==> src/rtl/aes_sched_pkg.sv <==
// Shared definitions for the AES job scheduler.
//   - state_t / ST_* : job FSM encodings (plain logic constants)
//   - CH_W           : width of a channel index
//   - WCNT_W         : width of the per-job word counters
//   - WORDS_PER_BLOCK: 32-bit words per 128-bit AES block
//   - total_words()  : block count -> word count
package aes_sched_pkg;

    localparam int CH_W            = 1;
    localparam int WCNT_W          = 10;
    localparam int WORDS_PER_BLOCK = 4;

    typedef logic [2:0] state_t;

    localparam state_t ST_IDLE  = 3'd0;
    localparam state_t ST_FLUSH = 3'd1;
    localparam state_t ST_CFG   = 3'd2;
    localparam state_t ST_RUN   = 3'd3;
    localparam state_t ST_DONE  = 3'd4;

    // 255 blocks * 4 = 1020 words, which still fits the 10-bit counters.
    function automatic logic [WCNT_W-1:0] total_words(input logic [WCNT_W-3:0] len);
        return WCNT_W'(len) * WCNT_W'(WORDS_PER_BLOCK);
    endfunction

endpackage

==> src/rtl/aes_job_arbiter_if.sv <==
// Bundle of all requester-side and datapath-side signals of the job arbiter.
//   slave  : the arbiter itself (consumes i_*, drives o_*)
//   master : the environment (requesters, AES datapath / FIFOs)
// Per-channel fields are packed with channel c in slice c.
interface aes_job_arbiter_if #(
    parameter int N_CH  = 2,
    parameter int LEN_W = 8
);
    logic [N_CH-1:0]       i_req;
    logic [N_CH-1:0]       i_endec;
    logic [128*N_CH-1:0]   i_key;
    logic [LEN_W*N_CH-1:0] i_len;
    logic [N_CH-1:0]       i_in_valid;
    logic [32*N_CH-1:0]    i_in_data;
    logic [N_CH-1:0]       o_in_ready;
    logic [N_CH-1:0]       o_out_valid;
    logic [31:0]           o_out_data;
    logic [N_CH-1:0]       i_out_ready;
    logic [N_CH-1:0]       o_grant;
    logic [N_CH-1:0]       o_done;
    logic                  o_rst_control;
    logic                  o_param_load;
    logic                  o_endec;
    logic                  o_key_load;
    logic [31:0]           o_key_data_1;
    logic [31:0]           o_key_data_2;
    logic [31:0]           o_key_data_3;
    logic [31:0]           o_key_data_4;
    logic                  o_write_fifoIn;
    logic [31:0]           o_data_fifoIn;
    logic                  i_full_fifoIn;
    logic                  o_read_fifoOut;
    logic                  i_empty_fifoOut;
    logic [31:0]           i_q_fifoOut;

    modport slave (
        input  i_req, i_endec, i_key, i_len, i_in_valid, i_in_data, i_out_ready,
               i_full_fifoIn, i_empty_fifoOut, i_q_fifoOut,
        output o_in_ready, o_out_valid, o_out_data, o_grant, o_done,
               o_rst_control, o_param_load, o_endec, o_key_load,
               o_key_data_1, o_key_data_2, o_key_data_3, o_key_data_4,
               o_write_fifoIn, o_data_fifoIn, o_read_fifoOut
    );

    modport master (
        output i_req, i_endec, i_key, i_len, i_in_valid, i_in_data, i_out_ready,
               i_full_fifoIn, i_empty_fifoOut, i_q_fifoOut,
        input  o_in_ready, o_out_valid, o_out_data, o_grant, o_done,
               o_rst_control, o_param_load, o_endec, o_key_load,
               o_key_data_1, o_key_data_2, o_key_data_3, o_key_data_4,
               o_write_fifoIn, o_data_fifoIn, o_read_fifoOut
    );

endinterface

==> src/rtl/aes_skid2.sv <==
// Two-entry result buffer between the output FIFO and the owning channel.
// Ports:
//   i_clk, i_rst  : clock, synchronous active-high reset
//   i_rd_allow    : caller permits a FIFO read this cycle (FIFO non-empty,
//                   job still has words to fetch)
//   o_rd          : FIFO read strobe actually issued
//   i_q           : FIFO data, valid the cycle after o_rd
//   i_pop         : consumer takes the head word (only when o_valid)
//   o_valid/o_data: head word presented to the consumer
// A read is only issued while buffered + in-flight words < 2, so every
// requested word always has a slot when it arrives.
module aes_skid2 (
    input  logic        i_clk,
    input  logic        i_rst,
    input  logic        i_rd_allow,
    output logic        o_rd,
    input  logic [31:0] i_q,
    input  logic        i_pop,
    output logic        o_valid,
    output logic [31:0] o_data
);

    logic [1:0]  cnt_q, cnt_d;
    logic        infl_q, infl_d;
    logic [31:0] buf0_q, buf0_d;
    logic [31:0] buf1_q, buf1_d;
    logic        push;

    always_comb begin
        push    = infl_q;
        // Bypass the arriving word when the buffer is empty, giving
        // read-to-output latency of one cycle and 1 word/cycle streaming.
        o_valid = (cnt_q != 2'd0) | infl_q;
        o_data  = (cnt_q != 2'd0) ? buf0_q : (infl_q ? i_q : 32'd0);
        o_rd    = i_rd_allow & (({1'b0, cnt_q} + {2'b00, infl_q}) < 3'd2);
        infl_d  = o_rd;

        cnt_d  = cnt_q;
        buf0_d = buf0_q;
        buf1_d = buf1_q;
        if (push && !i_pop) begin
            cnt_d = cnt_q + 2'd1;
        end else if (i_pop && !push) begin
            cnt_d = cnt_q - 2'd1;
        end

        if (i_pop && cnt_q != 2'd0) begin
            buf0_d = buf1_q;
        end
        // With a word in flight the buffer holds at most one entry.
        if (push) begin
            if (cnt_q == 2'd0) begin
                if (!i_pop) begin
                    buf0_d = i_q;
                end
            end else if (i_pop) begin
                buf0_d = i_q;
            end else begin
                buf1_d = i_q;
            end
        end
    end

    always_ff @(posedge i_clk) begin
        if (i_rst) begin
            cnt_q  <= 2'd0;
            infl_q <= 1'b0;
        end else begin
            cnt_q  <= cnt_d;
            infl_q <= infl_d;
        end
    end

    always_ff @(posedge i_clk) begin
        buf0_q <= buf0_d;
        buf1_q <= buf1_d;
    end

endmodule

==> src/rtl/aes_job_arbiter.sv <==
// Round-robin scheduler granting the single AES engine to one of two
// channels. Per job: flush the datapath, load key/direction, stream 4*len
// words into the input FIFO and return 4*len result words to the owner.
// Ports:
//   i_clk, i_rst : clock, synchronous active-high reset
//   bus (slave)  : requests, per-channel key/len/endec, input and result
//                  handshakes, grant/done, datapath controls and FIFO strobes
module aes_job_arbiter #(
    parameter int N_CH  = 2,
    parameter int LEN_W = 8
) (
    input logic              i_clk,
    input logic              i_rst,
    aes_job_arbiter_if.slave bus
);
    import aes_sched_pkg::*;

    state_t              state_q, state_d;
    logic [CH_W-1:0]     g_q, g_d;
    logic [CH_W-1:0]     rr_q, rr_d;
    logic [N_CH-1:0]     grant_q, grant_d;
    logic [WCNT_W-1:0]   total_q, total_d;
    logic [WCNT_W-1:0]   in_cnt_q, in_cnt_d;
    logic [WCNT_W-1:0]   rd_cnt_q, rd_cnt_d;
    logic [WCNT_W-1:0]   out_cnt_q, out_cnt_d;
    logic                endec_q, endec_d;
    logic [127:0]        key_q, key_d;

    logic [CH_W-1:0]     sel;
    logic [127:0]        key_sel;
    logic [LEN_W-1:0]    len_sel;
    logic                run, busy, in_room, wr, rd_allow, pop;
    logic [31:0]         in_data_g;
    logic                sk_rd, sk_valid;
    logic [31:0]         sk_data;

    // Round-robin pick: the pointer channel wins if requesting, else the other.
    always_comb begin
        sel = rr_q;
        if (!bus.i_req[rr_q]) begin
            sel = ~rr_q;
        end
        key_sel = sel[0] ? bus.i_key[255:128] : bus.i_key[127:0];
        len_sel = sel[0] ? bus.i_len[2*LEN_W-1:LEN_W] : bus.i_len[LEN_W-1:0];
    end

    always_comb begin
        run       = (state_q == ST_RUN);
        busy      = (state_q != ST_IDLE);
        in_data_g = g_q[0] ? bus.i_in_data[63:32] : bus.i_in_data[31:0];
        in_room   = run & ~bus.i_full_fifoIn & (in_cnt_q < total_q);
        wr        = in_room & bus.i_in_valid[g_q];
        rd_allow  = run & ~bus.i_empty_fifoOut & (rd_cnt_q < total_q);
        pop       = sk_valid & bus.i_out_ready[g_q];
    end

    always_comb begin
        state_d   = state_q;
        g_d       = g_q;
        rr_d      = rr_q;
        grant_d   = grant_q;
        total_d   = total_q;
        in_cnt_d  = in_cnt_q;
        rd_cnt_d  = rd_cnt_q;
        out_cnt_d = out_cnt_q;
        endec_d   = endec_q;
        key_d     = key_q;
        case (state_q)
            ST_IDLE: begin
                if (|bus.i_req) begin
                    g_d       = sel;
                    grant_d   = N_CH'(1) << sel;
                    endec_d   = bus.i_endec[sel];
                    key_d     = key_sel;
                    total_d   = total_words(len_sel);
                    in_cnt_d  = '0;
                    rd_cnt_d  = '0;
                    out_cnt_d = '0;
                    state_d   = (len_sel == '0) ? ST_DONE : ST_FLUSH;
                end
            end
            ST_FLUSH: state_d = ST_CFG;
            ST_CFG:   state_d = ST_RUN;
            ST_RUN: begin
                if (wr) begin
                    in_cnt_d = in_cnt_q + WCNT_W'(1);
                end
                if (sk_rd) begin
                    rd_cnt_d = rd_cnt_q + WCNT_W'(1);
                end
                if (pop) begin
                    out_cnt_d = out_cnt_q + WCNT_W'(1);
                end
                if (out_cnt_q == total_q) begin
                    state_d = ST_DONE;
                end
            end
            ST_DONE: begin
                grant_d = '0;
                rr_d    = ~g_q;
                state_d = ST_IDLE;
            end
            default: state_d = ST_IDLE;
        endcase
    end

    always_ff @(posedge i_clk) begin
        if (i_rst) begin
            state_q   <= ST_IDLE;
            g_q       <= '0;
            rr_q      <= '0;
            grant_q   <= '0;
            total_q   <= '0;
            in_cnt_q  <= '0;
            rd_cnt_q  <= '0;
            out_cnt_q <= '0;
        end else begin
            state_q   <= state_d;
            g_q       <= g_d;
            rr_q      <= rr_d;
            grant_q   <= grant_d;
            total_q   <= total_d;
            in_cnt_q  <= in_cnt_d;
            rd_cnt_q  <= rd_cnt_d;
            out_cnt_q <= out_cnt_d;
        end
    end

    // Key and direction are pure data; outputs are masked while idle instead.
    always_ff @(posedge i_clk) begin
        endec_q <= endec_d;
        key_q   <= key_d;
    end

    aes_skid2 u_skid (
        .i_clk      (i_clk),
        .i_rst      (i_rst),
        .i_rd_allow (rd_allow),
        .o_rd       (sk_rd),
        .i_q        (bus.i_q_fifoOut),
        .i_pop      (pop),
        .o_valid    (sk_valid),
        .o_data     (sk_data)
    );

    // grant_q is one-hot on the owner, so it doubles as the per-channel mask.
    assign bus.o_in_ready     = in_room ? grant_q : '0;
    assign bus.o_write_fifoIn = wr;
    assign bus.o_data_fifoIn  = run ? in_data_g : 32'd0;
    assign bus.o_read_fifoOut = sk_rd;
    assign bus.o_out_valid    = sk_valid ? grant_q : '0;
    assign bus.o_out_data     = sk_valid ? sk_data : 32'd0;
    assign bus.o_grant        = grant_q;
    assign bus.o_done         = (state_q == ST_DONE) ? grant_q : '0;
    assign bus.o_rst_control  = (state_q == ST_FLUSH);
    assign bus.o_param_load   = (state_q == ST_CFG);
    assign bus.o_key_load     = (state_q == ST_CFG);
    assign bus.o_endec        = busy & endec_q;
    assign bus.o_key_data_1   = busy ? key_q[31:0]   : 32'd0;
    assign bus.o_key_data_2   = busy ? key_q[63:32]  : 32'd0;
    assign bus.o_key_data_3   = busy ? key_q[95:64]  : 32'd0;
    assign bus.o_key_data_4   = busy ? key_q[127:96] : 32'd0;

endmodule

==> src/flat_wrapper.sv <==
// flat-port wrapper written by rule: the top's interface ports become plain ports
module aes_job_arbiter_flat import aes_sched_pkg::*;
#(
    parameter int N_CH  = 2,
    parameter int LEN_W = 8
)
  (i_clk, i_rst, bus_i_req, bus_i_endec, bus_i_key, bus_i_len, bus_i_in_valid, bus_i_in_data, bus_i_out_ready, bus_i_full_fifoIn, bus_i_empty_fifoOut, bus_i_q_fifoOut, bus_o_in_ready, bus_o_out_valid, bus_o_out_data, bus_o_grant, bus_o_done, bus_o_rst_control, bus_o_param_load, bus_o_endec, bus_o_key_load, bus_o_key_data_1, bus_o_key_data_2, bus_o_key_data_3, bus_o_key_data_4, bus_o_write_fifoIn, bus_o_data_fifoIn, bus_o_read_fifoOut);
  aes_job_arbiter_if #(.N_CH(N_CH), .LEN_W(LEN_W)) bus_i ();
  input logic i_clk;
  input logic i_rst;
  input wire logic [$bits(bus_i.i_req)-1:0] bus_i_req;
  input wire logic [$bits(bus_i.i_endec)-1:0] bus_i_endec;
  input wire logic [$bits(bus_i.i_key)-1:0] bus_i_key;
  input wire logic [$bits(bus_i.i_len)-1:0] bus_i_len;
  input wire logic [$bits(bus_i.i_in_valid)-1:0] bus_i_in_valid;
  input wire logic [$bits(bus_i.i_in_data)-1:0] bus_i_in_data;
  input wire logic [$bits(bus_i.i_out_ready)-1:0] bus_i_out_ready;
  input wire logic [$bits(bus_i.i_full_fifoIn)-1:0] bus_i_full_fifoIn;
  input wire logic [$bits(bus_i.i_empty_fifoOut)-1:0] bus_i_empty_fifoOut;
  input wire logic [$bits(bus_i.i_q_fifoOut)-1:0] bus_i_q_fifoOut;
  output wire logic [$bits(bus_i.o_in_ready)-1:0] bus_o_in_ready;
  output wire logic [$bits(bus_i.o_out_valid)-1:0] bus_o_out_valid;
  output wire logic [$bits(bus_i.o_out_data)-1:0] bus_o_out_data;
  output wire logic [$bits(bus_i.o_grant)-1:0] bus_o_grant;
  output wire logic [$bits(bus_i.o_done)-1:0] bus_o_done;
  output wire logic [$bits(bus_i.o_rst_control)-1:0] bus_o_rst_control;
  output wire logic [$bits(bus_i.o_param_load)-1:0] bus_o_param_load;
  output wire logic [$bits(bus_i.o_endec)-1:0] bus_o_endec;
  output wire logic [$bits(bus_i.o_key_load)-1:0] bus_o_key_load;
  output wire logic [$bits(bus_i.o_key_data_1)-1:0] bus_o_key_data_1;
  output wire logic [$bits(bus_i.o_key_data_2)-1:0] bus_o_key_data_2;
  output wire logic [$bits(bus_i.o_key_data_3)-1:0] bus_o_key_data_3;
  output wire logic [$bits(bus_i.o_key_data_4)-1:0] bus_o_key_data_4;
  output wire logic [$bits(bus_i.o_write_fifoIn)-1:0] bus_o_write_fifoIn;
  output wire logic [$bits(bus_i.o_data_fifoIn)-1:0] bus_o_data_fifoIn;
  output wire logic [$bits(bus_i.o_read_fifoOut)-1:0] bus_o_read_fifoOut;
  assign bus_i.i_req = bus_i_req;
  assign bus_i.i_endec = bus_i_endec;
  assign bus_i.i_key = bus_i_key;
  assign bus_i.i_len = bus_i_len;
  assign bus_i.i_in_valid = bus_i_in_valid;
  assign bus_i.i_in_data = bus_i_in_data;
  assign bus_i.i_out_ready = bus_i_out_ready;
  assign bus_i.i_full_fifoIn = bus_i_full_fifoIn;
  assign bus_i.i_empty_fifoOut = bus_i_empty_fifoOut;
  assign bus_i.i_q_fifoOut = bus_i_q_fifoOut;
  assign bus_o_in_ready = bus_i.o_in_ready;
  assign bus_o_out_valid = bus_i.o_out_valid;
  assign bus_o_out_data = bus_i.o_out_data;
  assign bus_o_grant = bus_i.o_grant;
  assign bus_o_done = bus_i.o_done;
  assign bus_o_rst_control = bus_i.o_rst_control;
  assign bus_o_param_load = bus_i.o_param_load;
  assign bus_o_endec = bus_i.o_endec;
  assign bus_o_key_load = bus_i.o_key_load;
  assign bus_o_key_data_1 = bus_i.o_key_data_1;
  assign bus_o_key_data_2 = bus_i.o_key_data_2;
  assign bus_o_key_data_3 = bus_i.o_key_data_3;
  assign bus_o_key_data_4 = bus_i.o_key_data_4;
  assign bus_o_write_fifoIn = bus_i.o_write_fifoIn;
  assign bus_o_data_fifoIn = bus_i.o_data_fifoIn;
  assign bus_o_read_fifoOut = bus_i.o_read_fifoOut;
  aes_job_arbiter #(.N_CH(N_CH), .LEN_W(LEN_W)) u_core (.i_clk(i_clk), .i_rst(i_rst), .bus(bus_i));
endmodule
==> config.mk <==
export PLATFORM = sky130hd
export DESIGN_NAME = aes_job_arbiter_flat
export DESIGN_NICKNAME = d
export VERILOG_FILES = /design/src/rtl/aes_sched_pkg.sv /design/src/rtl/aes_job_arbiter_if.sv /design/src/rtl/aes_skid2.sv /design/src/rtl/aes_job_arbiter.sv /design/src/flat_wrapper.sv
export SDC_FILE = /design/constraint.sdc
export NUM_CORES = 1
export LEC_CHECK = 0
export CAP_MARGIN = 5
export CORE_AREA = 2 2 229 231
export DETAILED_ROUTE_END_ITERATION = 8
export DIE_AREA = 0 0 231 233
export HOLD_SLACK_MARGIN = 0.12
export MAX_ROUTING_LAYER = met4
export PLACE_DENSITY_LB_ADDON = 0.2
export SETUP_SLACK_MARGIN = 0.05
export SLEW_MARGIN = 15
export SYNTH_ARGS = -nofsm -noshare
export SYNTH_HDL_FRONTEND = slang
export SYNTH_HIERARCHICAL = 1
export SYNTH_SLANG_ARGS = --single-unit
==> constraint.sdc <==
create_clock -name i_clk -period 15.25 [get_ports i_clk]
set_input_delay 2.2875 -clock i_clk [delete_from_list [all_inputs] [get_ports i_clk]]
set_output_delay 2.2875 -clock i_clk [all_outputs]
set_load 0.05 [all_outputs]
# Word level (Yosys, flattened, before mapping)
# Cells that the tools add are included.
# word_totals
output_inout_bits,206
reg_bits,241
word_cells,116
inputBits,380
# op_classes
mux,43
n_addsub,6
n_reduce_logical,21
order_cmp,6
n_shift,1
bitwise_logic,15
eq_ne,10
# op_table
op,n
$mux W32,14
$mux W128,1
$pmux W10 S2,3
$mux W10,4
$add A10 B1 Y10 const B,3
$lt A10 B10 Y1,2
$mux W2,6
$pmux W3 S4,1
$reduce_and A3 Y1,4
$eq A10 B10 Y1,1
$mux W1,9
$mux W3,3
$and A1 B1 Y1,8
$logic_not A8 Y1,1
$mux W8,1
$ne A2 B2 Y1 const B,4
$reduce_bool A2 Y1,4
$eq A3 B2 Y1 const B,2
$lt A1 B2 Y1 const B,3
$not A1 Y1,6
$reduce_and A2 Y1,3
$pmux W2 S2,1
$add A2 B1 Y3,1
$eq A3 B1 Y1 const B,1
other kinds (13),16

# Logic depth before layout (Yosys ltp)
# depth
ltp_word,8
mapped_depth,13
ltp_nobuf,13

# Hierarchy
# Netlist, hierarchy kept.
# modules_own_cells
module,n_inst,area_per_inst_um2,seq_area_each_um2,cells_each
aes_job_arbiter,1,9655.5,4774.6,847
aes_skid2,1,3331.9,1831.8,342

# Least setup slack after synthesis
# Ideal clock, no wire load.
# synth_path
path_type,input -> register
from,input port bus_i_req[1]
to,"register u_core.endec_q, enable pin"
t_arrival_ns,6.222
path_slack_ns,8.485
path_buffers,1
setup_ns,0.544
required_ns,14.706
stages,3
path_cell_list,o21ai_1 -> clkinv_1 -> buf_1
# synth_via
elab_chain_cells,2
# synth_rtl
element,line_no,rtl
start: declaration,flat_wrapper.sv:11,input wire logic [$bits(bus_i.i_req)-1:0] bus_i_req;
$reduce_or A2 Y1,aes_job_arbiter.sv:70,if (|bus.i_req) begin
$reduce_and A2 Y1 (no line),-,
end signal: assignment,aes_job_arbiter.sv:131,endec_q <= endec_d;
end: declaration,aes_job_arbiter.sv:26,"logic endec_q, endec_d;"
# No other way between the ends.
# A chain may end at the register's enable or synchronous reset.

# Final worst setup path
# layout_path
from,input port bus_i_empty_fifoOut
to,output port bus_o_read_fifoOut
# layout_via
elab_chain_cells,4
# layout_rtl
element,line_no,rtl
start: declaration,flat_wrapper.sv:19,input wire logic [$bits(bus_i.i_empty_fifoOut)-1:0] bus_i_empty_fifoOut;
$not A1 Y1,aes_job_arbiter.sv:53,rd_allow = run & ~bus.i_empty_fifoOut & (rd_cnt_q < total_q);
$and A1 B1 Y1 (2 in series),aes_job_arbiter.sv:53,
via u_core.rd_allow,aes_job_arbiter.sv:32,"logic run, busy, in_room, wr, rd_allow, pop;"
$and A1 B1 Y1,aes_skid2.sv:35,"o_rd = i_rd_allow & (({1'b0, cnt_q} + {2'b00, infl_q}) < 3'd2);"
end: declaration,flat_wrapper.sv:36,output wire logic [$bits(bus_i.o_read_fifoOut)-1:0] bus_o_read_fifoOut;
# The timed path passes the listed nets, and every way through them passes these cells.

==> results.txt <==
post-synthesis sequential area ratio: 0.5087
Fillers: 5018
share of the synthesized area in the top cell type: 0.4116
port bufs: 585
WHS: 501.0 ps
area growth from synthesis to layout: 57.50%
total grt overflow: 0
DRC viols: 0
Synth Area per Inst: 10.92 µm²
global-route total usage across every layer: 0.1875
core area: 51090 µm²
crit path kind: in -> out
share of cells above drive strength 1: 0.1294
PostCTS Resize Cnt: 0
starting density of the core: 0.2542
crit path buf inv count: 3
Setup Fix Bufs, Post-CTS: 0
Fin. Hold Viols: 0
initial antenna violation count: 0
Worst Path Max Fanout: 6
largest net degree at the start of global routing: 84
most common library cells after synthesis: edfxtp_1 (178), and2_1 (165), mux2_2 (131)
top cells by area, synth: edfxtp_1 (41%), mux2_2 (11%), dfxtp_1 (9.7%)
PD cells: 144.6 nW/µm²
Max stage delay on crit path: 930 ps
final period utilization: 0.4694
Slew @ Worst Pin: 1105 ps
CP arrival: 4870 ps
clock root buffer: clkbuf_16
setup TNS: 0 ps
FP Rows: 83
async set-or-reset flop fraction in the synthesized netlist: 0
DR vias: 11240
highest clock rate: 139.7 MHz
worst path cell trace: clkdlybuf4s50_1, a2111oi_0, o211a_1, inv_1, a211oi_1, clkdlybuf4s50_1
RePlAce Congestion: 0.8015
Slew Limit Headroom: 0.2636
Finish-stage setup viols: 0
Design Area, Final: 20450 µm²
post-synthesis cell area: 12990 µm²
vias in the first global route: 11310
Die ar.: 53820 µm²
Yosys top cell by area: edfxtp_1
WP data required: 12960 ps
ys flop type: edfxtp_1
Net Count, Synth: 1589
Yosys cell types: 58
Leak Pwr: 7.322 nW
RSZ-0062 raised after global routing: false
Hold Startpoint: u_core/in_cnt_q[1]
I/O pin count: 586
final net count: 2130
number of synthesized flops with an enable pin: 178
Post-DP Area: 19440 µm²
YS warnings: 6
routed length per instance: 20.87 µm
Seq cells post-synth: 241
Chip Height: 233 µm
Sink Count: 241
first-pass GRT wire length: 73400 µm
cell mode on critical path: clkdlybuf4s50_1
drt total wl: 50830 µm
Clk pin slew, worst setup/hold paths: 60 ps
drt first pass iters: 5
delay-heaviest family, CP: buffers and inverters
Final Max Slew Viols: 0
skew final: 22.77 ps
CTS tree: done
post-DP HPWL: 38420 µm
die width: 231 µm
top-count cell post-synth: edfxtp_1
crit path time final: 7159 ps
HP Class: reg -> reg
CTS Buffer Depth: 3
CP startpoint kind: input pin
final core occ: 0.4003
vias per cell: 4.614
peak supply drop: 0.1256 mV
# Max-Cap Violations: 0
crit path capture type: output pin
Worst Setup SP: bus_i_empty_fifoOut
H-tree levels: 1
initial DRC count: 687
slowest library cell on the worst path: clkdlybuf4s50_1
Final ANT Viol Nets: 0
cts bufs inserted: 30
worst reg2reg startpoint: u_core/u_skid/infl_q
hold_buf cts: 0
outcome: completed
Mapped Cells: 1189
Clock Latency Late Sink: 570 ps
## final timing paths
kind,slack [ps],cells past startpoint,to
max,8090,6,bus_o_read_fifoOut
min,500,2,u_core/in_cnt_q[1]
max reg2reg,9710,8,register
min reg2reg,500,2,u_core/in_cnt_q[1]
## cell type report
| class | count | area, µm² | area share |
|---|---|---|---|
| tap | 680 | 850.8 | 0.04160 |
| timing repair buffer | 595 | 5931 | 0.2899 |
| multi-input combinational | 842 | 5971 | 0.2919 |
| sequential | 241 | 6609 | 0.3231 |
| antenna | 1 | 2.502 | 0.0001223 |
| inverter | 20 | 82.58 | 0.004037 |
| clock buffer | 42 | 908.4 | 0.04441 |
| clock inverter | 14 | 100.1 | 0.004894 |
## metal layers
metal / track usage / vias up / share of wire
li1: - / 5392 / -
met1: 0.2142 / 5401 / 0.40
met2: 0.3285 / 384 / 0.51
met3: 0.05257 / 59 / 0.078
met4: 0.03629 / 0 / 0.016
met5: - / - / 0
## cell families after synthesis
logic type      after synthesis  share of synthesized area
flops                       241                     0.5087
fa+ha+maj                    20                    0.01927
mux                         175                     0.1475
xor+xnor                     25                    0.01744
simple gates                498                     0.1992
compound gates              124                    0.07437
buf+inv                     106                    0.03353
## worst min-delay path: stages, from the launching register on
cell     delay, ps
dfxtp_1        320
nand3_1         70
a21oi_1         60
## state kept, by name, indices dropped and copies added, names as in the netlist, named ones only
name / flops
u_core/u_skid/cnt_q: 2
u_core/u_skid/buf1_q: 32
u_core/u_skid/buf0_q: 15
u_core/state_q: 3
u_core/out_cnt_q: 10
u_core/rr_q: 1
u_core/total_q: 8
u_core/endec_q: 1
u_core/key_q: 128
u_core/u_skid/infl_q: 1
u_core/rd_cnt_q: 10
u_core/bus.o_grant: 2
u_core/in_cnt_q: 10
u_core/g_q: 1
## placed cells by master, fill, tap and decap left out, drive strengths merged, types with 10 or more instances in the layout
cell type / instances
clkbuf: 42
mux2: 131
clkdlybuf4s50: 585
and2: 165
xor2: 15
a31oi: 14
nand2: 96
clkinv: 11
nor3: 20
o221a: 15
a221o: 17
nor2: 90
a21oi: 27
o21bai: 15
xnor2: 10
a211oi: 10
nand3: 69
ha: 20
and3: 11
dfxtp: 63
edfxtp: 178
inv: 21
buf: 10
mux2i: 44
## stage by stage
stage	setup WS [ps]	power, mW	std cells
floorplan	8485	1.759	1189
global placement	8174	2.257	2378
detailed placement	8128	2.263	2378
CTS	8121	3.001	2434
global route	7932	3.106	2434
finish	8091	2.958	2435
## power by group
part           leakage [nW]  internal (mW)  switching, mW
combinational          4.59          0.466          0.865
sequential             2.24          0.844         0.0604
clock                 0.501          0.430          0.293
No activity file was read; power rests on OpenSTA's default activity.
